[config.mk]
export PLATFORM = sky130hd
export DESIGN_NAME = booth4_mul_sched
export DESIGN_NICKNAME = d
export VERILOG_FILES = /design/src/rtl/booth4_mul_sched.sv
export SDC_FILE = /design/constraint.sdc
export NUM_CORES = 1
export LEC_CHECK = 0
export CAP_MARGIN = 10
export CELL_PAD_IN_SITES_DETAIL_PLACEMENT = 0
export CELL_PAD_IN_SITES_GLOBAL_PLACEMENT = 1
export CORE_ASPECT_RATIO = 1.25
export CORE_MARGIN = 3
export CORE_UTILIZATION = 38
export DETAILED_ROUTE_END_ITERATION = 12
export PLACE_DENSITY = 0.87
export SYNTH_ARGS = -nofsm -noshare
export SYNTH_HDL_FRONTEND = slang
export SYNTH_SLANG_ARGS = --single-unit
[constraint.sdc]
create_clock -name clk -period 3.2 [get_ports clk]
set_input_delay 0.64 -clock clk [delete_from_list [all_inputs] [get_ports clk]]
set_output_delay 0.64 -clock clk [all_outputs]
set_load 0.02 [all_outputs]
[src/rtl/booth4_mul_sched.sv]
// Sequential radix-4 Booth multiplier shared by two round-robin requesters.
// One Booth digit is retired per clock; the signed product is returned with its owner id.
module booth4_mul_sched #(
  parameter int TAM = 8
) (
  input  logic             clk,
  input  logic             rst_n,
  input  logic             req0,
  input  logic [TAM-1:0]   a0,
  input  logic [TAM-1:0]   b0,
  input  logic             req1,
  input  logic [TAM-1:0]   a1,
  input  logic [TAM-1:0]   b1,
  output logic             ack0,
  output logic             ack1,
  output logic             busy,
  output logic             valid,
  output logic             id,
  output logic [2*TAM-1:0] S
);

  localparam int PW   = 2 * TAM;
  localparam int NDIG = TAM / 2;
  localparam int JW   = $clog2(NDIG);

  typedef enum logic [1:0] {
    IDLE = 2'd0,
    RUN  = 2'd1,
    DONE = 2'd2
  } state_e;

  state_e         state_q, state_d;
  logic [PW-1:0]  p_q, p_d;
  logic [PW-1:0]  md_q, md_d;
  logic [TAM:0]   mr_q, mr_d;
  logic [JW-1:0]  j_q, j_d;
  logic           last_q, last_d;
  logic           id_q, id_d;
  logic [PW-1:0]  s_q, s_d;
  logic           valid_q, valid_d;

  logic           grant0, grant1;
  logic [PW-1:0]  md2;
  logic [PW-1:0]  addend;

  // On a tie the requester that did not win last time is served.
  assign grant0 = req0 && (!req1 || last_q);
  assign grant1 = req1 && (!req0 || !last_q);

  // md_q and mr_q are shifted by one digit each RUN cycle, so the current
  // digit is always mr_q[2:0] and the addend is already weighted by 4^j.
  assign md2 = {md_q[PW-2:0], 1'b0};

  always_comb begin
    addend = '0;
    unique case (mr_q[2:0])
      3'b001, 3'b010: addend = md_q;
      3'b011:         addend = md2;
      3'b100:         addend = PW'(0) - md2;
      3'b101, 3'b110: addend = PW'(0) - md_q;
      default:        addend = '0;
    endcase
  end

  always_comb begin
    // NOTE: every variable gets a default before the case so no path leaves it unassigned, which would infer a latch.
    state_d = state_q;
    p_d     = p_q;
    md_d    = md_q;
    mr_d    = mr_q;
    j_d     = j_q;
    last_d  = last_q;
    id_d    = id_q;
    s_d     = s_q;
    valid_d = 1'b0;
    ack0    = 1'b0;
    ack1    = 1'b0;

    unique case (state_q)
      IDLE: begin
        if (grant0 || grant1) begin
          ack0    = grant0;
          ack1    = grant1;
          md_d    = grant1 ? {{TAM{a1[TAM-1]}}, a1} : {{TAM{a0[TAM-1]}}, a0};
          mr_d    = grant1 ? {b1, 1'b0} : {b0, 1'b0};
          p_d     = '0;
          j_d     = '0;
          id_d    = grant1;
          last_d  = grant1;
          state_d = RUN;
        end
      end
      RUN: begin
        p_d  = p_q + addend;
        md_d = {md_q[PW-3:0], 2'b00};
        mr_d = {2'b00, mr_q[TAM:2]};
        j_d  = j_q + 1'b1;
        if (j_q == JW'(NDIG - 1)) state_d = DONE;
      end
      DONE: begin
        s_d     = p_q;
        valid_d = 1'b1;
        state_d = IDLE;
      end
      default: state_d = IDLE;
    endcase
  end

  // NOTE: sequential state uses non-blocking assignments so all flops update from pre-edge values.
  always_ff @(posedge clk or negedge rst_n) begin
    if (!rst_n) begin
      state_q <= IDLE;
      p_q     <= '0;
      md_q    <= '0;
      mr_q    <= '0;
      j_q     <= '0;
      last_q  <= 1'b1;
      id_q    <= 1'b0;
      s_q     <= '0;
      valid_q <= 1'b0;
    end else begin
      state_q <= state_d;
      p_q     <= p_d;
      md_q    <= md_d;
      mr_q    <= mr_d;
      j_q     <= j_d;
      last_q  <= last_d;
      id_q    <= id_d;
      s_q     <= s_d;
      valid_q <= valid_d;
    end
  end

  assign busy  = (state_q != IDLE);
  assign valid = valid_q;
  assign id    = id_q;
  assign S     = s_q;

endmodule

==> results.tsv, run 1 <==
stage	metric	value	unit
cts	cts_tree	built	
timing	whs	0.3300	ns
global_routing	grt_pass1_wl	20600	um
place	numPortBuffers	56	
status	status	complete, but fails checks	
layout	final_nets	689	
synthesis	syn_nets	567	
drt	detail_route.wl_per_cell	16.18	um
status	violations	negative setup slack	
flow_run	cap_violations	0	
worst_setup_path	start_kind	register	
synthesis	yosys-top-cells-area	dfrtp_1, nand2_1, o21ai_0	
timing	fmax	0.3023	GHz
cts	cts-root-buf	clkbuf_16	
floorplan	coreArea	10830	um2
drt	via_count	4223	
hold_path	holdCritPathClass	input pin to async pin	
drt	vias_per_cell	5.470	
floorplan	fp.dieW	101.1	um
drt	routed_wirelength	12490	um
timing	clock_skew	0.008753	ns
global_routing	gr-total-overflow	0	
layout	layout-drive-gt1-share	26.25	%
global_routing	first_global_vias	4349	
place	place_inst	747	
cts	htree_levels	3	
drt	drt_iter0_markers	183	
worst_setup_path	crit_type	register to register	
layout	antenna_cells	0	
place	post-dp-hpwl	9281	um
synthesis	synth_warnings	0	
cts	numCtsBuffers	9	
layout	instances_no_fill	772	
synthesis	synth.avg_cell_area	8.371	um2
drt	first_pass_iters	5	
power	power_density	1358	nW/um2
floorplan	row_count	42	
synthesis	synth_top_area_share	36.71	%
power	p_leak	2.693	nW
drt	drc	0	
synthesis	async_reset_ff_share	100.0	%
global_routing	grt_antenna_before_repair	0	
worst_setup_path	critPathMaxFanout	5	
layout	area_growth	41.46	%
synthesis	synth_area	4294	um2
floorplan	io_pins	57	
floorplan	die_area	12620	um2
timing	tightest_slew	0.6456	ns
synthesis	synth.largest_area_cell	dfrtp_1	
timing	setup_viol	5	
timing	min_period	3.308	ns
worst_setup_path	cp.arrival	3.58	ns
synthesis	synthCells	513	
synthesis	ys_seq_area_share	37.33	%
synthesis	yosysMostFrequentCell	nand2_1	
timing	period_share	103.4	%
synthesis	synth_edf_count	0	
timing	drv_slew	0	
place	gp_congestion	0.9159	
cts	worstSkewPairLatency	0.34	ns
global_routing	grt_max_degree	30	
timing	finalHoldViolations	0	
synthesis	ys.flop_type	dfrtp_1	
drt	ant_nets	0	
worst_setup_path	endpoint_kind	register	
floorplan	fp.dieH	124.9	um
worst_setup_path	cp.required	3.47	ns
synthesis	synth_cell_types	50	
power	vdd_ir_drop_max	0.6562	mV
cts	clk_path_buf_depth	2	
cts	clkSinkCount	64	
synthesis	ys_ff_latch	64	
timing	fin_ws	-0.1082	ns
synthesis	synth_common_cells	nand2_1, dfrtp_1, o21ai_0	
cts	clkSlewWorstSetupHoldPaths	0.05	ns
floorplan	start_util	39.67	%
global_routing	grtUsageTotal	20.14	%
timing	max-slew-margin-rel	56.96	%
timing	rsz0062_at_grt	true	
report_power, final:
part / switching [W] / leakage, nW / internal, W
Sequential: 0.000315 / 0.783 / 0.00124
Combinational: 0.00290 / 1.76 / 0.00281
Clock: 0.000364 / 0.145 / 0.000622
routing by layer:
metal / wire (um) / global-route usage [%]
met2: 6550 / 34.67
met3: 412 / 3.529
met5: 0 / 0
met4: 205 / 5.947
met1: 5326 / 25.34
layout make-up:
class | count | area (um2)
tap | 132 | 165.2
fill | 995 | 4751
timing repair buffer | 149 | 1257
clock buffer | 11 | 242.7
inverter | 11 | 41.29
clock inverter | 5 | 56.30
sequential | 64 | 1604
multi-input combinational | 400 | 2708
placed cells by master (no fill, tap or decap), types with 10 or more instances in the layout:
cell type        count
a21oi_1             30
buf_4               92
clkdlybuf4s50_1     55
dfrtp_1             62
ha_1                15
inv_1               10
mux2_2              16
nand2_1             87
nand3_1             27
nor2_1              23
o21ai_0             35
o21ai_1             13
xnor2_1             16
stage by stage:
step / total power, W / instance area [um2] / TNS (ns) / worst slack (ns) / util [%]
after floorplan: 0.004685 / 4345 / -0.05906 / -0.03923 / -
after global routing: 0.008921 / 6075 / -1.405 / -0.3126 / 56.11
after detailed placement: 0.006681 / 5534 / -0.7453 / -0.2149 / 51.12
after global placement: 0.006584 / 5534 / -0.6097 / -0.1884 / 51.12
final: 0.008248 / 6075 / -0.2977 / -0.1082 / 56.11
after CTS: 0.007835 / 5907 / -0.4004 / -0.1669 / 54.57
kinds of logic (layout without fill, tap and decap cells):
| kind of cell | after synthesis | in the layout | share of synthesized area, % |
|---|---|---|---|
| flops | 64 | 64 | 37.33 |
| simple gates | 186 | 186 | 20.25 |
| buf+inv | 49 | 176 | 4.720 |
| compound gates | 143 | 143 | 20.28 |
| mux | 25 | 25 | 6.294 |
| fa+ha+maj | 18 | 18 | 5.420 |
| xor+xnor | 28 | 28 | 5.711 |
registers in the layout, summed over array words and instances (netlist names):
signal / cells
j_q: 2
valid: 1
state_q: 2
last_q: 1
id: 1
S: 16
mr_q: 9
p_q: 16
md_q: 16
critical path, stage by stage (launching register included):
cell and delay (ns):
dfrtp_2 0.44, or4_4 0.59, nor2_2 0.16, o21ai_0 0.09, a21oi_1 0.14, o21ai_0 0.13
o21ai_1 0.17, ha_1 0.30, buf_4 0.14, a21o_1 0.17, a21o_1 0.19, a21o_1 0.18
nand2_1 0.11, nand2_1 0.13, nor3_1 0.19, nand3b_1 0.12
what timing repair did:
item	in CTS	in global routing
buffers inserted	5	4
hold buffers	0	0
gates resized for setup	10	37
pin swaps	7	8
endpoints found under the setup margin	7	10
hold endpoints to repair	0	0
final timing paths:
check	startpoint	to	slack [ns]	cells after the start
max in group asynchronous	rst_n	last_q	2.10	2
hold / removal	rst_n	p_q[15]	0.33	1
setup reg to reg	md_q[6]	p_q[12]	-0.11	15
min in group clk	mr_q[6]	mr_q[4]	0.48	2
hold reg to reg	mr_q[6]	mr_q[4]	0.48	2
setup / recovery	md_q[6]	p_q[12]	-0.11	15
No activity file was read; power rests on OpenSTA's default activity.
==> run 2: changes to the inputs <==
--- a/config.mk
+++ b/config.mk
@@ -16,3 +16,4 @@
 export SYNTH_ARGS = -nofsm -noshare
 export SYNTH_HDL_FRONTEND = slang
 export SYNTH_SLANG_ARGS = --single-unit
+export TNS_END_PERCENT = 5
==> run 2 against run 1 <==
Compared with the run above: critical path depth unchanged; register-to-register slack got worse by 0.04 ns; clock skew about the same; die area unchanged; largest cell class unchanged; clock power about the same; the run still ends with negative setup slack left; combinational power decreased by 4.4%; sequential power about the same; power decreased by 3.1%.
==> results.tsv, run 2 (same netlist as run 1, synthesis figures left out) <==
stage	metric	value	unit	change
timing	min_period	3.350	ns	was 3.308 ns
power	switchingPower	0.003470	W	was 0.003575 W
cts	numCtsBuffers	9		unchanged
global_routing	grt_pass1_wl	20600	um	unchanged
cts	cts_tree	built		unchanged
timing	fin_ws	-0.1503	ns	was -0.1082 ns
worst_setup_path	worstPathCellList	buf_4, or3_4, buf_6, nor3_4, inv_1, a32oi_1, nor2_1, a221o_1, ha_4, and2_1, nand3_1, o31ai_2, xor2_1, or3_1, nand3_1		was or4_4, nor2_2, o21ai_0, a21oi_1, o21ai_0, o21ai_1, ha_1, buf_4, a21o_1, a21o_1, a21o_1, nand2_1, nand2_1, nor3_1, nand3b_1
global_routing	grt_antenna_before_repair	0		unchanged
timing	clock_skew	0.009018	ns	was 0.008753 ns
timing	rsz0062_at_grt	true		unchanged
layout	nFillCells	1007		was 995
worst_setup_path	r2r_start	md_q[0]		was md_q[6]
timing	drv_slew	0		unchanged
worst_setup_path	cp_slowest_cell	dfrtp_1		was or4_4
drt	first_pass_iters	4		was 5
worst_setup_path	timing.critical_path.mode_cell	nand3_1		was a21o_1
worst_setup_path	endpoint_kind	register		unchanged
place	gp_congestion	0.9159		unchanged
layout	layout-drive-gt1-share	23.98	%	was 26.25%
layout	area_growth	39.10	%	was 41.46%
drt	drt_iter0_markers	222		was 183
drt	vias_per_cell	5.426		was 5.470
global_routing	grt_max_degree	30		unchanged
power	combinationalPowerShare	68.3	%	was 69.2%
drt	routed_wirelength	12370	um	was 12,490 um
worst_setup_path	cp_num_cells	15		unchanged
floorplan	die_area	12620	um2	unchanged
worst_setup_path	start_kind	register		unchanged
global_routing	first_global_vias	4349		unchanged
worst_setup_path	cp.required	3.47	ns	about the same
place	place_inst	747		unchanged
cts	clk_path_buf_depth	2		unchanged
worst_setup_path	worst-path-buf-inv	3		was 1
hold_path	holdCritPathClass	input pin to async pin		unchanged
cts	worstSkewPairLatency	0.34	ns	about the same
floorplan	coreArea	10830	um2	unchanged
layout	final_common_cell	buf_4		unchanged
place	numPortBuffers	56		unchanged
cts	clkSinkCount	64		unchanged
timing	setup_tns	-0.2837	ns	was -0.2977 ns
power	seqPwrFrac	19.4	%	was 18.8%
power	p_leak	2.658	nW	was 2.693 nW
power	power_density	1339	nW/um2	was 1358 nW/um2
drt	ant_nets	0		unchanged
drt	via_count	4178		was 4,223
drt	drc	0		unchanged
layout	multi_input_area	2621	um2	was 2708 um2
worst_setup_path	startpoint	md_q[0]		was md_q[6]
layout	register_area	1604	um2	unchanged
worst_setup_path	critPathMaxFanout	4		was 5
timing	finalHoldViolations	0		unchanged
worst_setup_path	reg2reg_setup_slack	-0.15	ns	was -0.11 ns
status	violations	negative setup slack		unchanged
layout	instances_no_fill	770		was 772
layout	layout_common_cells	buf_4, nand2_1, dfrtp_1, clkdlybuf4s50_1, o21ai_0		unchanged
cts	htree_levels	3		unchanged
floorplan	row_count	42		unchanged
drt	detail_route.wl_per_cell	16.06	um	was 16.18 um
cts	cts-root-buf	clkbuf_16		unchanged
floorplan	fp.dieH	124.9	um	unchanged
floorplan	fp.dieW	101.1	um	unchanged
worst_setup_path	crit_type	register to register		unchanged
worst_setup_path	cp_top_family	simple AND/OR/NAND/NOR gates		unchanged
timing	setup_viol	5		unchanged
timing	fmax	0.2985	GHz	was 0.3023 GHz
global_routing	gr-total-overflow	0		unchanged
power	p_int	0.004526	W	was 0.004673 W
flow_run	cap_violations	0		unchanged
timing	tightest_slew	0.6458	ns	was 0.6456 ns
power	swShare	43.39	%	was 43.34%
status	status	complete, but fails checks		unchanged
timing	period_share	104.7	%	was 103.4%
place	post-dp-hpwl	9281	um	unchanged
worst_setup_path	slowest_delay	0.37	ns	was 0.59 ns
global_routing	grtUsageTotal	20.14	%	unchanged
cts	clkSlewWorstSetupHoldPaths	0.05	ns	about the same
power	finalPower	0.007996	W	was 0.008248 W
power	vdd_ir_drop_max	0.5684	mV	was 0.6562 mV
layout	final_nets	687		was 689
layout	antenna_cells	0		unchanged
timing	max-slew-margin-rel	56.94	%	was 56.96%
power	pwr-share-clk	12.3	%	was 12.0%
worst_setup_path	r2r_cells	15		unchanged
floorplan	start_util	39.67	%	unchanged
worst_setup_path	cp.arrival	3.62	ns	was 3.58 ns
floorplan	io_pins	57		unchanged
-- run 2: cell types whose count changed in the layout (fill, tap and decap cells not counted), moves of 2 or more --
cell	previous run	this run
buf_4	92	90
o21ai_0	35	38
nand2_1	87	89
xnor2_1	16	18
xnor2_2	3	1
a21oi_1	30	32
a21oi_2	4	2
o21ai_1	13	10
-- run 2: worst paths after layout --
path / endpoint
hold / removal: p_q[15]
setup / recovery: p_q[15]
min in group clk: mr_q[4]
setup reg to reg: p_q[15]
max in group asynchronous: last_q
hold reg to reg: mr_q[4]
-- run 2: final cells by class --
cell class,instances,share of cell area (%)
Sequential cell,64,26.85
Multi-Input combinational cell,400,43.88
Inverter,11,0.6912
Clock inverter,5,0.9426
Tap cell,132,2.765
Clock buffer,11,4.064
Timing Repair Buffer,147,20.80
-- run 2: what timing repair did --
action / 4_1_cts / 5_1_grt
setup buffers: 5 / 2
cloned: 0 / 0
setup endpoints to repair: 7 / 10
gates resized for setup: 10 / 17
pin swaps: 7 / 8
hold buffers: 0 / 0
-- run 2: routing by layer --
| metal | wire [um] | part of all wire [%] | GRT usage [%] | up-vias |
|---|---|---|---|---|
| met4 | 188 | 1.5 | 5.947 | 0 |
| met3 | 451 | 3.6 | 3.529 | 13 |
| li1 | - | - | - | 2062 |
| met5 | 0 | 0 | 0 | - |
| met1 | 5316 | 43 | 25.34 | 2015 |
| met2 | 6413 | 52 | 34.67 | 88 |
-- run 2: per-stage QoR --
step	hold slack (ns)	utilization (%)	setup WS, ns	cell area (um2)
after detailed placement	0.4706	51.12	-0.2149	5534
after floorplan	0.3444	-	-0.03923	4345
after global placement	0.4644	51.12	-0.1884	5534
after global routing	0.3840	55.18	-0.3828	5973
after CTS	0.3497	54.57	-0.1669	5907
final	0.3311	55.18	-0.1503	5973
-- run 2: power groups by stage --
| stage | logic [W] | clock network (W) | registers [W] |
|---|---|---|---|
| 2_1_floorplan | 0.00310 | 0 | 0.00158 |
| 3_3_place_gp | 0.00505 | 0 | 0.00154 |
| 3_5_place_dp | 0.00512 | 0 | 0.00156 |
| 4_1_cts | 0.00528 | 0.00101 | 0.00155 |
| 5_1_grt | 0.00602 | 0.00104 | 0.00161 |
| 6_report | 0.00546 | 0.000986 | 0.00155 |
==> run 3: changes to the inputs <==
--- a/config.mk
+++ b/config.mk
@@ -12,7 +12,7 @@
 export CORE_MARGIN = 3
 export CORE_UTILIZATION = 38
 export DETAILED_ROUTE_END_ITERATION = 12
-export PLACE_DENSITY = 0.87
+export PLACE_DENSITY_LB_ADDON = 0.1
 export SYNTH_ARGS = -nofsm -noshare
 export SYNTH_HDL_FRONTEND = slang
 export SYNTH_SLANG_ARGS = --single-unit
==> run 3 against run 2 <==
Compared with the run above: the flow still finishes with violations (negative setup slack); via count is 2.4% higher; combinational power is 6.0% higher; global-route usage is 1.1 points higher; sequential power hardly changed; first-iteration DRC count is 13% lower; sequential share of layout area is 0.85 points lower; final cell count is 0.78% higher; critical path depth is 2 lower; setup slack better by 0.052 ns; critical endpoint unchanged.
==> results.tsv, run 3 (same netlist as run 1, synthesis figures left out) <==
stage	metric	value	unit	change
place	gp_congestion	0.8565		was 0.9159
floorplan	die_area	12620	um2	unchanged
cts	clk_path_buf_depth	2		unchanged
layout	final_nets	693		was 687
flow_run	cap_violations	0		unchanged
place	post-dp-hpwl	9721	um	was 9281 um
drt	first_pass_iters	4		unchanged
global_routing	first_global_vias	4411		was 4,349
worst_setup_path	rr_endpoint	p_q[15]		unchanged
worst_setup_path	crit_type	register to register		unchanged
timing	finalHoldViolations	0		unchanged
timing	fin_ws	-0.09790	ns	was -0.1503 ns
power	combinationalPowerShare	68.9	%	was 68.3%
cts	cts-root-buf	clkbuf_16		unchanged
global_routing	grt_antenna_before_repair	0		unchanged
worst_setup_path	endpoint_kind	register		unchanged
layout	area_growth	43.74	%	was 39.10%
place	place_inst	751		was 747
floorplan	fp.dieH	124.9	um	unchanged
drt	vias_per_cell	5.513		was 5.426
timing	rsz0062_at_grt	true		unchanged
status	violations	negative setup slack		unchanged
floorplan	fp.dieW	101.1	um	unchanged
worst_setup_path	start_kind	register		unchanged
global_routing	grtUsageTotal	21.26	%	was 20.14%
global_routing	gr-total-overflow	0		unchanged
cts	numCtsBuffers	9		unchanged
cts	clkSlewWorstSetupHoldPaths	0.06	ns	was 0.05 ns
timing	setup_tns	-0.1692	ns	was -0.2837 ns
power	switchingPower	0.003654	W	was 0.003470 W
power	swShare	43.45	%	was 43.39%
power	pwr-share-clk	12.3	%	about the same
layout	instances_no_fill	776		was 770
drt	drt_iter0_markers	194		was 222
floorplan	row_count	42		unchanged
worst_setup_path	critPathMaxFanout	4		unchanged
power	p_leak	2.731	nW	was 2.658 nW
timing	min_period	3.298	ns	was 3.350 ns
status	status	complete, but fails checks		unchanged
floorplan	start_util	39.67	%	unchanged
worst_setup_path	worst-path-buf-inv	1		was 3
timing	tightest_slew	1.004	ns	was 0.6458 ns
power	power_density	1362	nW/um2	was 1339 nW/um2
timing	fmax	0.3032	GHz	was 0.2985 GHz
cts	cts_tree	built		unchanged
power	vdd_ir_drop_max	0.5790	mV	was 0.5684 mV
layout	layout_common_cells	buf_4, nand2_1, dfrtp_1, clkdlybuf4s50_1, o21ai_0		unchanged
global_routing	grt_pass1_wl	21540	um	was 20,600 um
timing	whs	0.3517	ns	was 0.3311 ns
global_routing	grt_max_degree	36		was 30
cts	htree_levels	3		unchanged
drt	via_count	4278		was 4,178
worst_setup_path	worstPathCellList	or4_4, nor3_4, inv_1, a32oi_1, nor2_1, a221o_1, ha_4, and2_4, nand3_1, o31ai_2, xor2_1, or3_1, nand3_2		was buf_4, or3_4, buf_6, nor3_4, inv_1, a32oi_1, nor2_1, a221o_1, ha_4, and2_1, nand3_1, o31ai_2, xor2_1, or3_1, nand3_1
place	numPortBuffers	56		unchanged
cts	worstSkewPairLatency	0.34	ns	about the same
drt	routed_wirelength	12790	um	was 12,370 um
timing	max-slew-margin-rel	32.79	%	was 56.94%
drt	drc	0		unchanged
cts	clkSinkCount	64		unchanged
worst_setup_path	slowest_delay	0.59	ns	was 0.37 ns
timing	clock_skew	0.007095	ns	was 0.009018 ns
worst_setup_path	cp.required	3.47	ns	about the same
layout	final_common_cell	buf_4		unchanged
worst_setup_path	cp_slowest_cell	or4_4		was dfrtp_1
floorplan	io_pins	57		unchanged
drt	ant_nets	0		unchanged
floorplan	coreArea	10830	um2	unchanged
worst_setup_path	r2r_cells	13		was 15
worst_setup_path	cp_num_cells	13		was 15
timing	drv_slew	0		unchanged
worst_setup_path	reg2reg_setup_slack	-0.1	ns	was -0.15 ns
power	seqPwrFrac	18.8	%	was 19.4%
layout	antenna_cells	0		unchanged
hold_path	holdCritPathClass	input pin to async pin		unchanged
timing	period_share	103.1	%	was 104.7%
drt	detail_route.wl_per_cell	16.48	um	was 16.06 um
worst_setup_path	cp_top_family	simple AND/OR/NAND/NOR gates		unchanged
worst_setup_path	r2r_start	md_q[3]		was md_q[0]
power	p_int	0.004755	W	was 0.004526 W
layout	layout-drive-gt1-share	28.42	%	was 23.98%
worst_setup_path	cp.arrival	3.57	ns	was 3.62 ns
timing	setup_viol	3		was 5
==> run 3: changes by cell type in the layout (fill, tap and decap cells not counted), sizes merged <==
| cell | before | now |
|---|---|---|
| buf | 92 | 98 |
| clkinvlp | 1 | 2 |
| inv | 11 | 13 |
| clkinv | 3 | 0 |
==> run 3: through the flow <==
| step | area [um2] | power, W | setup slack [ns] | util, % |
|---|---|---|---|---|
| after detailed placement | 5592 | 0.006859 | -0.3347 | 51.65 |
| after global placement | 5592 | 0.006734 | -0.2266 | 51.65 |
| after CTS | 6053 | 0.008212 | -0.1171 | 55.92 |
| final | 6172 | 0.008409 | -0.09790 | 57.02 |
| after global routing | 6172 | 0.009124 | -0.2658 | 57.02 |
| after floorplan | 4345 | 0.004685 | -0.03923 | - |
==> run 3: how the worst max path moves through the flow <==
stage	start	to	slack, ns
after floorplan	md_q[6]	p_q[15]	-0.04
final	md_q[3]	p_q[15]	-0.1
after CTS	md_q[1]	p_q[15]	-0.12
after global placement	md_q[6]	p_q[15]	-0.23
after detailed placement	md_q[0]	p_q[15]	-0.33
after global routing	md_q[3]	p_q[15]	-0.27
==> run 3: power groups by stage <==
stage               sequential, W  combinational (W)  clock [W]
detailed placement        0.00158            0.00528          0
finish                    0.00158            0.00579    0.00104
CTS                       0.00158            0.00558    0.00106
global placement          0.00157            0.00516          0
floorplan                 0.00158            0.00310          0
global route              0.00164            0.00639    0.00109
==> run 3: layout make-up <==
class | count | area (um2)
fillers | 1009 | 4653
multi-input cells | 400 | 2733
flip-flops and latches | 64 | 1605
repair buffers | 153 | 1313
clock buffers | 11 | 252.7
well taps | 132 | 165.2
clock inverters | 5 | 62.56
inverters | 11 | 41.29
==> run 3: metal layers <==
layer  global-route usage (%)  vias to the layer above  wire, um
met1                    26.02                     2064      5370
met5                        0                        -         0
met4                    8.529                        0       377
li1                         -                     2076         -
met2                    36.25                      109      6506
met3                    3.754                       29       533
==> run 3: repair_timing <==
action | 4_1_cts | 5_1_grt
endpoints found under the setup margin | 8 | 10
setup buffers | 8 | 1
cloned | 0 | 0
endpoints found under the hold margin | 0 | 0
gates resized for setup | 25 | 31
pin swaps | 11 | 20
hold buffers | 0 | 0
==> run 3: worst register-to-register path, cell delays in order, from the launching register on <==
cell	delay (ns)
dfrtp_2	0.43
or4_4	0.59
nor3_4	0.25
inv_1	0.08
a32oi_1	0.19
nor2_1	0.05
a221o_1	0.30
ha_4	0.30
and2_4	0.16
nand3_1	0.11
o31ai_2	0.25
xor2_1	0.11
or3_1	0.33
nand3_2	0.07
==> RTL edit 1: new RTL, config.mk and constraints of run 3 <==
Make the reset (`rst_n`) synchronous in one clocked block.
--- a/src/rtl/booth4_mul_sched.sv
+++ b/src/rtl/booth4_mul_sched.sv
@@ -109,3 +109,3 @@
   // NOTE: sequential state uses non-blocking assignments so all flops update from pre-edge values.
-  always_ff @(posedge clk or negedge rst_n) begin
+  always_ff @(posedge clk) begin
     if (!rst_n) begin
Behaviour: differs if rst_n is asserted again (counterexample within 4 cycles, from zero or initial values and one cycle with rst_n low); with rst_n held inactive, the same outputs for 4 cycles.
==> RTL edit 1 against run 3 <==
The run still ends with setup timing left. First-iteration DRC count shrank 0.52%. Synthesized cell count grew 3.3%. Sequential share of layout area shrank 3.5 points. Die area shrank 2.9%. Sequential cell count is the same. Design area shrank 7.7%. Area after synthesis shrank 3.0%. Wire length shrank 9.7%. Setup slack gained 0.025 ns.
Power is not compared: it rests on default switching activity, and its combinational part moved more than twofold at a synthesized area within 25%.
==> RTL edit 1: results (changes against run 3) <==
[placed_design]
placed_area_mm2=0.00531  ; -5.0%
dp_hpwl_um=8980  ; -7.6%
gp_congestion=0.890  ; +4.0%
port_buffers=56  ; unchanged

[yosys]
ys_seq_area_frac=0.308  ; -0.0656
netlist_top_cells_area=dfxtp_1 (31%), nand2_1 (6.5%), a21oi_1 (5.2%)
async_flop_share=0  ; -1.00
netlist_top_cells_count=nand2_1 (72), dfxtp_1 (64), a21oi_1 (43)
syn-num-nets=584  ; +3.0%
ys_types=55  ; +10%

[min_path]
holdPathStages=2
hold_path.class=reg -> reg
min_to=S[10]

[layout]
final-nonclk-buf-share=0.196  ; -0.0168
finalInstanceArea_mm2=0.00570  ; -7.7%
multi_input_area_share=0.482  ; +0.0390
drive_gt1_frac=0.178  ; -0.106
seq_area_mm2=0.00128  ; -20%
n_all_inverters=18  ; +7
num-nonclk-buffers=130  ; -15%
nNetsFinal=689  ; -0.58%
fillers=1005  ; -0.40%
multi_input_cells=412  ; +3.0%
clock_buffers=14  ; +3
clock_area_frac=0.0560  ; +0.00491

[critical_path]
r2r-start=md_q[0]
r2r-end=p_q[15]
crit_fanout=5  ; +1
cp.arrival_ns=3.49  ; -0.08 ns
rr_worst_depth=16  ; +3
slowest_delay_ns=0.43  ; -0.16 ns

[timing]
slew_headroom=0.595  ; +0.267
setup_violations=1  ; -2
layout_setup_ws_ns=-0.0725  ; +0.0254 ns
final_max_slew_viol_count=0  ; unchanged
finClkSkew_ns=0.00787  ; +0.000777 ns

[routing]
viasPerCell=5.31  ; -3.7%
wire_per_inst_um=15.0  ; -9.2%
drtIter0Drc=193  ; -0.52%
firstDrtPassIters=4  ; unchanged

[clocking]
clk_pin_slew_ns=0.05
post_cts_buffers=0  ; -8

[pwr]
leakage_uw=0.00236
sw_frac_of_total=0.289
comb_power_share=0.292
peakVddDrop_uv=251
powerComb_uw=797
p_seq_frac=0.330

[outcome]
violations=setup timing
status=complete, but fails checks

[global_routing]
grt_pass1_vias=4145  ; -6.0%
grt_pass1_wl_um=19500  ; -9.6%
grt_max_degree=36  ; unchanged
grt_usage=0.199  ; -0.0136

[run]
maxCapViolCount=0  ; unchanged

==> RTL edit 1: cell count changes after synthesis, moves of 7 or more <==
| cell | before | now |
|---|---|---|
| nor2_1 | 24 | 31 |
| o21ai_0 | 45 | 30 |
| nand2_1 | 90 | 72 |
| a21oi_1 | 34 | 43 |
| a221oi_1 | 3 | 16 |
| a22oi_1 | 9 | 19 |
| mux2_2 | 16 | 1 |
| nor2b_1 | 7 | 32 |
| mux2i_1 | 9 | 20 |
| a21boi_0 | 1 | 20 |
| dfxtp_1 | 0 | 64 |
| dfrtp_1 | 63 | 0 |
| nand3_1 | 27 | 7 |
==> RTL edit 1: worst max-delay path by stage <==
| stage | from | endpoint | slack, ns | cells past startpoint |
|---|---|---|---|---|
| 3_3_place_gp | md_q[0] | p_q[15] | -0.07 | 17 |
| 6_report | md_q[0] | p_q[15] | -0.07 | 16 |
| 2_1_floorplan | md_q[3] | p_q[15] | -0.05 | 15 |
| 5_1_grt | md_q[0] | p_q[12] | -0.33 | 16 |
| 4_1_cts | md_q[0] | p_q[15] | -0.06 | 16 |
| 3_5_place_dp | md_q[1] | p_q[15] | -0.19 | 17 |
==> RTL edit 1: logic make-up after synthesis <==
logic type / after synthesis / share of synthesized area
and+or+nand+nor: 182 / 0.219
buffers and inverters: 54 / 0.0505
muxes: 22 / 0.0544
DFF: 64 / 0.308
AOI/OAI and AO/OA: 164 / 0.258
adders and majority gates: 18 / 0.0559
xor gates and xnor gates: 26 / 0.0547
==> RTL edit 1: per-stage QoR <==
stage / setup WS, ns / TNS, ns / cells / util / hold WS [ns]
floorplan: -0.0474 / -0.0603 / 530 / - / 0.444
global placement: -0.0725 / -0.131 / 756 / 0.498 / 0.450
detailed placement: -0.187 / -0.451 / 756 / 0.498 / 0.458
CTS: -0.0613 / -0.0613 / 772 / 0.531 / 0.464
global route: -0.333 / -1.20 / 772 / 0.534 / 0.480
finish: -0.0725 / -0.0725 / 772 / 0.534 / 0.459
==> RTL edit 1: routing by layer <==
metal | wire, µm | part of all wire | GRT usage
met2 | 5870 | 0.51 | 0.366
met3 | 352 | 0.030 | 0.0339
met1 | 5010 | 0.43 | 0.223
met4 | 314 | 0.027 | 0.0888
met5 | 0 | 0 | 0
==> RTL edit 1: repair_timing <==
action / in CTS / in global routing
endpoints found under the setup margin: 4 / 8
pin swaps: 4 / 2
endpoints found under the hold margin: 0 / 0
hold buffers: 0 / 0
resized for setup: 7 / 13
cloned: 0 / 0
==> RTL edit 1: critical path: cells and delay by family, from the launching register on <==
kind	cells	cell delay, ns
and+or+nand+nor	5	1.03
AOI/OAI and AO/OA	5	0.75
adders and majority gates	2	0.49
DFF	1	0.31
buffers and inverters	2	0.26
xor gates and xnor gates	1	0.17
muxes	1	0.13
==> RTL edit 2: new RTL, flow settings as in run 3 <==
Without the edit above. Set the parameter `TAM` to 4 (it was 8).
--- a/src/rtl/booth4_mul_sched.sv
+++ b/src/rtl/booth4_mul_sched.sv
@@ -3,3 +3,3 @@
 module booth4_mul_sched #(
-  parameter int TAM = 8
+  parameter int TAM = 4
 ) (
Ports: changed (5 resized); port bits go from 57 to 33. No check against the original RTL was run, so the function may have changed too.
==> RTL edit 2 against run 3 <==
Area after synthesis shrank 50%. Fmax grew 11%. Wire length shrank 60%. Design area shrank 57%. Total power shrank 62%. Sequential cell count shrank 29. Worst hold slack gained 0.16 ns. Sequential power shrank 44%. Setup slack gained 0.32 ns. Largest cell class unchanged. Largest power group unchanged. Highest routed layer unchanged.
==> RTL edit 2: results (changes against run 3) <==
[outcome]
status=finished, final reports clean

[timing]
slew_headroom=0.413  ; +0.0854
finClkSkew_ns=0.00353  ; -0.00357 ns

[min_path]
hold_path.class=reg -> reg

[global_routing]
grt_pass1_wl_um=8550  ; -60%
grt_usage=0.170  ; -0.0424
antenna_found_initial=0  ; unchanged
met1_usage=0.209  ; -0.0517
met3_usage=0.0312  ; -0.00635
use_met2=0.304  ; -0.0587
grt_pass1_vias=1805  ; -59%

[placed_design]
placed_area_mm2=0.00252  ; -55%
gp_congestion=0.890  ; +4.0%
place_ws_ns=0.0695  ; +0.404 ns
dp_cells=320  ; -57%
dp_hpwl_um=3680  ; -62%
port_buffers=32  ; -43%

[yosys]
ys_seq_area_frac=0.412  ; +0.0391
synth_cells=232  ; -55%
netlist_top_cells_count=dfrtp_1 (34), nand2_1 (25), o21ai_0 (19)
ys.flop_type=dfrtp_1
netlist_top_cells_area=dfrtp_1 (40%), mux2_2 (4.8%), ha_1 (4.7%)
syn-num-nets=261  ; -54%
ys_types=40  ; -20%

[pwr]
leakage_uw=0.00118  ; -57%
peakVddDrop_uv=485  ; -16%
sw_frac_of_total=0.450  ; +0.0156

[routing]
wl_met2_um=2640  ; -59%
top_layer=met4
wl_met1_um=2310  ; -57%
wire_per_inst_um=15.6  ; -5.2%
viasPerCell=5.34  ; -3.1%
wirelength_um=5120  ; -60%
wl_met3_um=121  ; -77%
drtIter0Drc=82  ; -58%

[clocking]
clock_latency_ns=0.29  ; -0.05 ns
clk_pin_slew_ns=0.08  ; +0.02 ns
post_cts_buffers=0  ; -8
cts_root_buf=clkbuf_8
cts_max_level=2  ; -1
cts_inserted_buffers=5  ; -4

[layout]
nNetsFinal=294  ; -58%
drive_gt1_frac=0.143  ; -0.141

[critical_path]
cp.arrival_ns=3.21  ; -0.36 ns
crit_fanout=7  ; +3
cpLargestDelayFamily=simple AND/OR/NAND/NOR gates
cp_slowest_cell=dfrtp_2
slowest_delay_ns=0.48  ; -0.11 ns

==> RTL edit 2: cell type report <==
| class | instances | area [µm²] |
|---|---|---|
| Clock inverter | 3 | 43.8 |
| Multi-Input combinational cell | 175 | 1180 |
| Fill cell | 516 | 2560 |
| Sequential cell | 35 | 883 |
| Clock buffer | 5 | 68.8 |
| Tap cell | 62 | 77.6 |
| Timing Repair Buffer | 40 | 380 |
| Inverter | 8 | 30.0 |
==> RTL edit 2: cell families after synthesis <==
kind of cell | synth area share
compound gates | 0.179
xor+xnor | 0.0618
fa+ha+maj | 0.0565
buf+inv | 0.0447
flops | 0.412
mux | 0.0900
simple gates | 0.156
==> RTL edit 2: worst paths after layout <==
path                       endpoint  slack [ns]    start  depth (start not counted)
setup reg to reg             p_q[7]        0.22  md_q[3]                         12
max in group asynchronous    last_q        2.08    rst_n                          2
hold / removal                 S[7]        0.51     S[7]                          1
min in group asynchronous      S[3]        0.77    rst_n                          2
setup / recovery             p_q[7]        0.22  md_q[3]                         12
hold reg to reg                S[7]        0.51     S[7]                          1
==> RTL edit 2: through the flow <==
stage / hold slack, ns / TNS (ns)
after floorplan: 0.344 / 0
after global placement: 0.489 / 0
after detailed placement: 0.494 / 0
after CTS: 0.513 / 0
after global routing: 0.527 / -0.00884
final: 0.510 / 0
==> RTL edit 2: power groups by stage <==
stage                     Sequential, µW  Clock, µW  Combinational (µW)
after floorplan                      850          0                1390
after global placement               878          0                1910
after detailed placement             881          0                1900
after CTS                            873        414                1910
after global routing                 922        436                2200
final                                890        405                1940
==> RTL edit 2: repair_timing <==
action,in CTS,in global routing
resized for setup,0,12
setup endpoints to repair,0,2
endpoints found under the hold margin,0,0
